===== config.mk =====
export PLATFORM = sky130hd
export DESIGN_NAME = store_buffer
export DESIGN_NICKNAME = d
export VERILOG_FILES = /design/src/rtl/store_buffer.sv
export SDC_FILE = /design/constraint.sdc
export NUM_CORES = 1
export LEC_CHECK = 0
export CAP_MARGIN = 5
export CORE_UTILIZATION = 56
export CTS_CLUSTER_SIZE = 12
export DETAILED_ROUTE_END_ITERATION = 7
export PLACE_DENSITY_LB_ADDON = 0.2
export SLEW_MARGIN = 20
export SYNTH_ARGS = -nofsm -noshare
export SYNTH_HDL_FRONTEND = slang
export SYNTH_SLANG_ARGS = --single-unit

===== constraint.sdc =====
create_clock -name clk -period 7.22 [get_ports clk]
set_clock_uncertainty 0.15 [all_clocks]
set_input_delay 1.444 -clock clk [delete_from_list [all_inputs] [get_ports clk]]
set_output_delay 1.444 -clock clk [all_outputs]
set_load 0.01 [all_outputs]

===== src/rtl/store_buffer.sv =====
// Store buffer: circular FIFO of encrypted stores drained to data memory, with flush and optional load forwarding.
// Optional feature macro: STORE_BUFFER_FWD_EN enables load-to-store forwarding (ld_hit/ld_data).
module store_buffer #(
  parameter int unsigned DEPTH = 4,
  parameter int unsigned AW    = 32,
  parameter int unsigned DW    = 32
) (
  input  logic                     clk,
  input  logic                     reset,
  input  logic                     st_valid,
  output logic                     st_ready,
  input  logic [AW-1:0]            st_addr,
  input  logic [DW-1:0]            st_data,
  output logic                     mem_req,
  input  logic                     mem_ack,
  output logic [AW-1:0]            mem_addr,
  output logic [DW-1:0]            mem_wdata,
  input  logic [AW-1:0]            ld_addr,
  output logic                     ld_hit,
  output logic [DW-1:0]            ld_data,
  input  logic                     flush,
  output logic                     flush_done,
  output logic [$clog2(DEPTH):0]   count
);

  localparam int unsigned PW = $clog2(DEPTH);
  localparam int unsigned CW = PW + 1;

  localparam logic [0:0] IDLE = 1'b0;
  localparam logic [0:0] REQ  = 1'b1;

  logic [AW-1:0] addr_q [DEPTH];
  logic [DW-1:0] data_q [DEPTH];
  logic [PW-1:0] head;
  logic [PW-1:0] tail;
  logic [0:0]    state;
  logic [0:0]    state_nxt;
  logic          pend;
  logic          push;
  logic          pop;
  logic          done_now;
  logic [CW-1:0] count_nxt;

  // Readiness comes from registered occupancy only, so a same-cycle pop never frees a slot.
  assign st_ready = (count != CW'(DEPTH)) && !pend;
  assign push     = st_valid && st_ready;
  assign pop      = (state == REQ) && mem_ack;
  assign done_now = (pend || flush) && (count == '0) && (state == IDLE) && !push;

  assign mem_req   = (state == REQ);
  assign mem_addr  = mem_req ? addr_q[head] : '0;
  assign mem_wdata = mem_req ? data_q[head] : '0;

  always_comb begin
    count_nxt = count;
    case ({push, pop})
      2'b10:   count_nxt = count + CW'(1);
      2'b01:   count_nxt = count - CW'(1);
      default: count_nxt = count;
    endcase
  end

  // Drain FSM: request while entries remain, return to IDLE when the last one is acknowledged.
  always_comb begin
    state_nxt = state;
    case (state)
      IDLE:    if (count != '0) state_nxt = REQ;
      REQ:     if (pop && (count_nxt == '0)) state_nxt = IDLE;
      default: state_nxt = IDLE;
    endcase
  end

  always_ff @(posedge clk) begin
    if (reset) begin
      head       <= '0;
      tail       <= '0;
      count      <= '0;
      state      <= IDLE;
      pend       <= 1'b0;
      flush_done <= 1'b0;
    end else begin
      if (push) begin
        addr_q[tail] <= st_addr;
        data_q[tail] <= st_data;
        tail         <= tail + PW'(1);
      end
      if (pop) head <= head + PW'(1);
      count      <= count_nxt;
      state      <= state_nxt;
      flush_done <= done_now;
      pend       <= done_now ? 1'b0 : (pend || flush);
    end
  end

`ifdef STORE_BUFFER_FWD_EN
  logic [PW-1:0] idx;
  logic          unused_ld;
  assign unused_ld = ^ld_addr[1:0];

  // Walk oldest to youngest so the last match (youngest) wins; popping entry is still counted.
  always_comb begin
    ld_hit  = 1'b0;
    ld_data = '0;
    idx     = head;
    for (int unsigned i = 0; i < DEPTH; i++) begin
      idx = head + PW'(i);
      if ((CW'(i) < count) && (addr_q[idx][AW-1:2] == ld_addr[AW-1:2])) begin
        ld_hit  = 1'b1;
        ld_data = data_q[idx];
      end
    end
  end
`else
  logic unused_ld;
  assign unused_ld = ^ld_addr;
  assign ld_hit    = 1'b0;
  assign ld_data   = '0;
`endif

endmodule


==> impl_metrics.json, run 1 <==
{
  "cap_violations": 0,
  "drive_gt1_frac": 0.1498,
  "hold_viol": 0,
  "critPathSlowestCell": "dfxtp_4",
  "die_y_um": 139.2,
  "ys_ff_latch": 268,
  "multiInputGateArea_um2": 2293,
  "critPathMaxStageDelay_ns": 0.79,
  "hold_class": "reg2reg",
  "start_util": 0.5792,
  "cts.reportedPaths.clkPinSlew_ns": 0.06,
  "maxSlewHeadroom": 0.3254,
  "wl_met2_um": 9467,
  "seqCellArea_um2": 7936,
  "cts_made_buffers": 27,
  "syn_to_final_growth_pct": 20.23,
  "seq_power_share": 0.494,
  "rsz0062_at_grt": "false",
  "path_max_fanout": 35,
  "clock_latency_ns": 0.51,
  "wl_met1_um": 7172,
  "yosysWarnings": 0,
  "whs_ns": 0.3856,
  "slew_violations": 0,
  "vias_per_cell": 5.536,
  "topRoutingLayerUsed": "met4",
  "postSynthCellCount": 499,
  "p_sw_uw": 905.7,
  "clkPwrFrac": 0.320,
  "synth_area_um2": 10550,
  "cts_tree": "done",
  "place_congestion": 0.7508,
  "fill_cells": 1147,
  "min_period_ns": 4.832,
  "dieArea_um2": 19390,
  "stdcell_count": 890,
  "track_usage": 0.1942,
  "drt-initial-drc-count": 255,
  "cts-resized-gates": 0,
  "path_cells": "buf_4 -> mux4_2 -> and2_1 -> clkdlybuf4s50_1",
  "cp.required_ns": 5.63,
  "drtAntennaViolNets": 0,
  "setup_tns_ns": 0,
  "status": "complete, but fails checks",
  "leakage_nw": 4.100,
  "finalCritPeriodShare": 0.6692,
  "postSynthAreaPerCell_um2": 21.13,
  "setup_slack_ns": 2.388,
  "setup_viol": 0,
  "critical_path.endpoint_type": "primary output",
  "drc": 15,
  "fmax_mhz": 207.0,
  "pre_cts_ws_ns": 2.802,
  "grt_pass1_vias": 5245,
  "rows": 49,
  "netSwitchingFraction": 0.2375,
  "synth_edf_count": 256,
  "p_per_area_nw_per_um2": 300.7,
  "vias": 4927,
  "synth_seq_area_share": 0.7517,
  "core_region_area_um2": 18210,
  "route.met3.wl_um": 1012,
  "cts-root-buf": "clkbuf_16",
  "grt_max_degree": 69,
  "drt_first_pass_iters": 8,
  "wl_um": 18050,
  "fin_util": 0.6964,
  "grt_first_pass_wirelength_um": 28390,
  "io_pins": 204,
  "layout.nets": 752,
  "violations": "design-rule violations",
  "hold_buffers": 0,
  "p_comb_frac": 0.187,
  "cp.arrival_ns": 3.24,
  "antenna_cells": 0,
  "wl_per_cell_um": 20.28,
  "synth.distinct_cells": 28,
  "clock_sinks": 268,
  "internal-power_mw": 2.907,
  "worstSetupPathType": "reg2out",
  "synthArstFlopShare": 0,
  "clockBufferDepth": 3,
  "portBuffers": 138,
  "ir_drop_mv": 0.2545,
  "placed_cells": 845,
  "worstMarginPinSlew_ns": 1.012,
  "worstSetupStartpointType": "flip-flop",
  "postCtsSetupRepairBufs": 0,
  "h-tree-depth": 1,
  "die_x_um": 139.2,
  "grt_overflow_total": 0,
  "antenna_found_initial": 0,
  "place_hpwl_um": 9629,
  "ys.flop_type": "edfxtp_1"
}
==> synthesized netlist by cell type, types with 2 or more instances <==
cell	instances	area, um^2
edfxtp_1	256	7687
and2_1	68	425.4
mux4_2	60	1351
buf_4	33	247.7
nor2_1	14	52.55
dfxtp_1	12	240.2
clkbuf_1	8	30.03
buf_12	6	120.1
buf_2	6	30.03
ha_1	5	62.56
mux4_1	4	105.1
a21oi_1	3	15.01
inv_1	3	11.26
xnor2_1	3	26.28
xor2_1	3	26.28
mux2i_1	2	20.02
nand2_1	2	7.510
==> path summary, 6_finish.rpt <==
check,startpoint,endpoint,slack [ns],cells past startpoint
setup / recovery,flip-flop,mem_addr[18],2.39,4
hold / removal,head[1]$_SDFFE_PP0N_,head[1]$_SDFFE_PP0N_,0.39,2
setup reg to reg,count[0]$_SDFF_PP0_,data_q[1][15]$_DFFE_PP_,4.69,4
hold reg to reg,head[1]$_SDFFE_PP0N_,head[1]$_SDFFE_PP0N_,0.39,2
==> stage by stage <==
| step | total power, mW | cell area (um^2) |
|---|---|---|
| 4_1_cts | 3.862 | 12680 |
| 2_1_floorplan | 2.338 | 10670 |
| 3_5_place_dp | 2.642 | 11920 |
| 5_1_grt | 3.964 | 12680 |
| 3_3_place_gp | 2.619 | 11920 |
| 6_report | 3.813 | 12680 |
==> power by group through the flow <==
stage                     logic [mW]  registers [mW]  clock network, mW
after floorplan                0.454            1.88                  0
after global placement         0.709            1.91                  0
after detailed placement       0.721            1.92                  0
after CTS                      0.726            1.89               1.25
after global routing           0.767            1.90               1.30
final                          0.711            1.88               1.22
==> sequential cells by signal (all words and copies together) (netlist names), named ones only <==
register    cells
addr_q        128
data_q        128
count           3
head            2
tail            2
flush_done      1
mem_req         1
pend            1
==> placed cells by master, fill, tap and decap left out, drive strengths merged <==
master / Yosys / final
edfxtp: 256 / 256
clkdlybuf4s50: 0 / 138
and2: 68 / 68
mux4: 64 / 64
clkbuf: 9 / 41
conb: 1 / 33
nor2: 14 / 14
dfxtp: 12 / 12
ha: 5 / 5
clkinv: 0 / 4
inv: 3 / 3
a21oi: 3 / 3
xnor2: 3 / 3
xor2: 3 / 3
nand2: 2 / 2
mux2i: 2 / 2
buf: 46 / 2
nand2b: 1 / 1
a21o: 1 / 1
nand3: 1 / 1
o21bai: 1 / 1
nor4: 1 / 1
nor3b: 1 / 1
a211oi: 1 / 1
fa: 1 / 1
==> final cells by class <==
cell class / instances / share of cell area
Clock buffer: 41 / 0.05822
Multi-Input combinational cell: 205 / 0.1809
Clock inverter: 4 / 0.001381
Tap cell: 229 / 0.02260
Sequential cell: 268 / 0.6259
Inverter: 3 / 0.0008881
Timing Repair Buffer: 140 / 0.1101
==> routing by layer <==
layer | vias up | track usage
met2 | 168 | 0.3510
li1 | 2214 | -
met1 | 2515 | 0.2332
met5 | - | 0
met3 | 30 | 0.04577
met4 | 0 | 0.05439
==> critical path: cells and delay by family, from the launching register on <==
kind | cells | cell delay, ns
buffers and inverters | 2 | 1.14
flip-flops | 1 | 0.79
multiplexers | 1 | 0.57
AND/OR/NAND/NOR | 1 | 0.16
==> cells by family after synthesis <==
family,Yosys count,synth area share
xor gates and xnor gates,6,0.004984
AOI/OAI and AO/OA,6,0.003560
other,1,0.0003556
muxes,66,0.1400
adders and majority gates,6,0.007830
buffers and inverters,58,0.04318
and+or+nand+nor,88,0.04841
DFF,268,0.7517
No activity file was read; power rests on OpenSTA's default activity.
==> run 2: changes to the inputs <==
CORE_UTILIZATION = 47   (was 56)
clock period = 4.4 ns   (was 7.22 ns; I/O delays follow)
==> run 2 against run 1 <==
Effect of this change:
- the run now ends clean
- critical path type unchanged
- sequential cell count unchanged
- via count up 0.71%
- core utilization down 11 points
==> impl_metrics.json, run 2 (same netlist as run 1, synthesis figures left out) <==
{
  "layout_commonest_cell": "edfxtp_1",
  "reg_top3": "addr_q x128, data_q x128, count x3",
  "internal-power_mw": 4.856,
  "ff2ff_path_depth": 5,
  "r2r_slack_ns": 1.93,
  "slew_violations": 0,
  "setup_tns_ns": 0,
  "p_per_area_nw_per_um2": 492.4,
  "grt_pass1_vias": 5314,
  "antenna_found_initial": 0,
  "start_util": 0.4818,
  "hold_class": "reg2reg",
  "cts.reportedPaths.clkPinSlew_ns": 0.06,
  "maxSlewHeadroom": 0.5540,
  "min_period_ns": 3.694,
  "cap_violations": 0,
  "syn_to_final_growth_pct": 22.60,
  "rsz0062_at_grt": "false",
  "leakage_nw": 4.188,
  "h-tree-depth": 1,
  "cts_made_buffers": 28,
  "pre_cts_ws_ns": 1.079,
  "clockBufferDepth": 3,
  "finalCritPeriodShare": 0.8397,
  "cp.required_ns": 3.37,
  "hold_viol": 0,
  "worstSetupStartpointType": "flip-flop",
  "drtAntennaViolNets": 0,
  "clock_latency_ns": 0.52,
  "critPathCapture": "mem_addr[24]",
  "grt_first_pass_wirelength_um": 28580,
  "dieArea_um2": 23040,
  "clock_sinks": 268,
  "worstSetupPathType": "reg2out",
  "setup_viol": 0,
  "grt_max_degree": 38,
  "track_usage": 0.1681,
  "wl_per_cell_um": 19.47,
  "antenna_cells": 0,
  "vias": 4962,
  "drc": 0,
  "core_region_area_um2": 21890,
  "io_pins": 204,
  "portBuffers": 138,
  "p_comb_frac": 0.188,
  "clkPwrFrac": 0.326,
  "critical_path.endpoint_type": "primary output",
  "wl_um": 18520,
  "die_y_um": 151.8,
  "drt-initial-drc-count": 180,
  "layout_common_cells": "256 x edfxtp_1, 138 x clkdlybuf4s50_1, 64 x and2_1",
  "rows": 54,
  "setup_slack_ns": 0.7055,
  "cts_tree": "done",
  "fmax_mhz": 270.7,
  "r2r_end": "addr_q[3][12]$_DFFE_PP_",
  "status": "finished, final reports clean",
  "ir_drop_mv": 0.3460,
  "postCtsSetupRepairBufs": 0,
  "cts-resized-gates": 0,
  "fill_cells": 1608,
  "reg2reg_from": "count[0]$_SDFF_PP0_",
  "cp.arrival_ns": 2.66,
  "place_congestion": 0.7139,
  "fin_total_pwr_mw": 6.366,
  "drt_first_pass_iters": 4,
  "grt_overflow_total": 0,
  "drive_gt1_frac": 0.1639,
  "seq_power_share": 0.486,
  "worstMarginPinSlew_ns": 0.6690,
  "layout.nets": 762,
  "p_sw_mw": 1.510,
  "seqCellArea_um2": 7936,
  "hold_buffers": 0,
  "place_hpwl_um": 10610,
  "path_max_fanout": 16,
  "netSwitchingFraction": 0.2372,
  "multiInputGateArea_um2": 2293,
  "die_x_um": 151.8,
  "vias_per_cell": 5.218,
  "cts-root-buf": "clkbuf_16"
}
[run 2: stage by stage]
stage | utilization | std cells | hold WS (ns) | instance area (um^2)
after floorplan | - | 531 | 0.3347 | 10670
after global placement | 0.5541 | 905 | 0.3560 | 12130
after detailed placement | 0.5541 | 905 | 0.3658 | 12130
after CTS | 0.5906 | 951 | 0.3829 | 12930
after global routing | 0.5906 | 951 | 0.4155 | 12930
final | 0.5906 | 951 | 0.3773 | 12930
[run 2: critical path, stage by stage, from the launching register on]
cell,delay (ns)
dfxtp_4,0.56
buf_4,0.38
mux4_2,0.54
and2_1,0.18
clkdlybuf4s50_1,0.47
[run 2: worst min-delay path by stage]
| stage | startpoint | end | slack, ns | cells after the start |
|---|---|---|---|---|
| after floorplan | head[1]$_SDFFE_PP0N_ | flip-flop | 0.33 | 2 |
| after global placement | head[1]$_SDFFE_PP0N_ | flip-flop | 0.36 | 2 |
| after detailed placement | head[1]$_SDFFE_PP0N_ | flip-flop | 0.37 | 2 |
| after CTS | head[1]$_SDFFE_PP0N_ | head[1]$_SDFFE_PP0N_ | 0.38 | 2 |
| after global routing | head[1]$_SDFFE_PP0N_ | head[1]$_SDFFE_PP0N_ | 0.42 | 2 |
| final | head[1]$_SDFFE_PP0N_ | head[1]$_SDFFE_PP0N_ | 0.38 | 2 |
[run 2: area by class of cell]
type | instances | area share
Clock buffer | 41 | 0.05961
Clock inverter | 5 | 0.002226
Inverter | 3 | 0.0008709
Multi-Input combinational cell | 205 | 0.1774
Sequential cell | 268 | 0.6138
Tap cell | 280 | 0.02710
Timing Repair Buffer | 149 | 0.1190
[run 2: per-layer routing]
| metal | global-route usage | wire (um) | vias to the layer above |
|---|---|---|---|
| li1 | - | - | 2225 |
| met1 | 0.2069 | 7586 | 2531 |
| met2 | 0.2952 | 9382 | 168 |
| met3 | 0.03922 | 1118 | 38 |
| met4 | 0.04901 | 428 | 0 |
| met5 | 0 | 0 | - |
[run 2: power by group through the flow]
stage / Sequential [mW] / Combinational (mW) / Clock [mW]
after floorplan: 3.09 / 0.745 / 0
after global placement: 3.14 / 1.21 / 0
after detailed placement: 3.15 / 1.22 / 0
after CTS: 3.10 / 1.23 / 2.13
after global routing: 3.12 / 1.31 / 2.22
final: 3.09 / 1.20 / 2.08
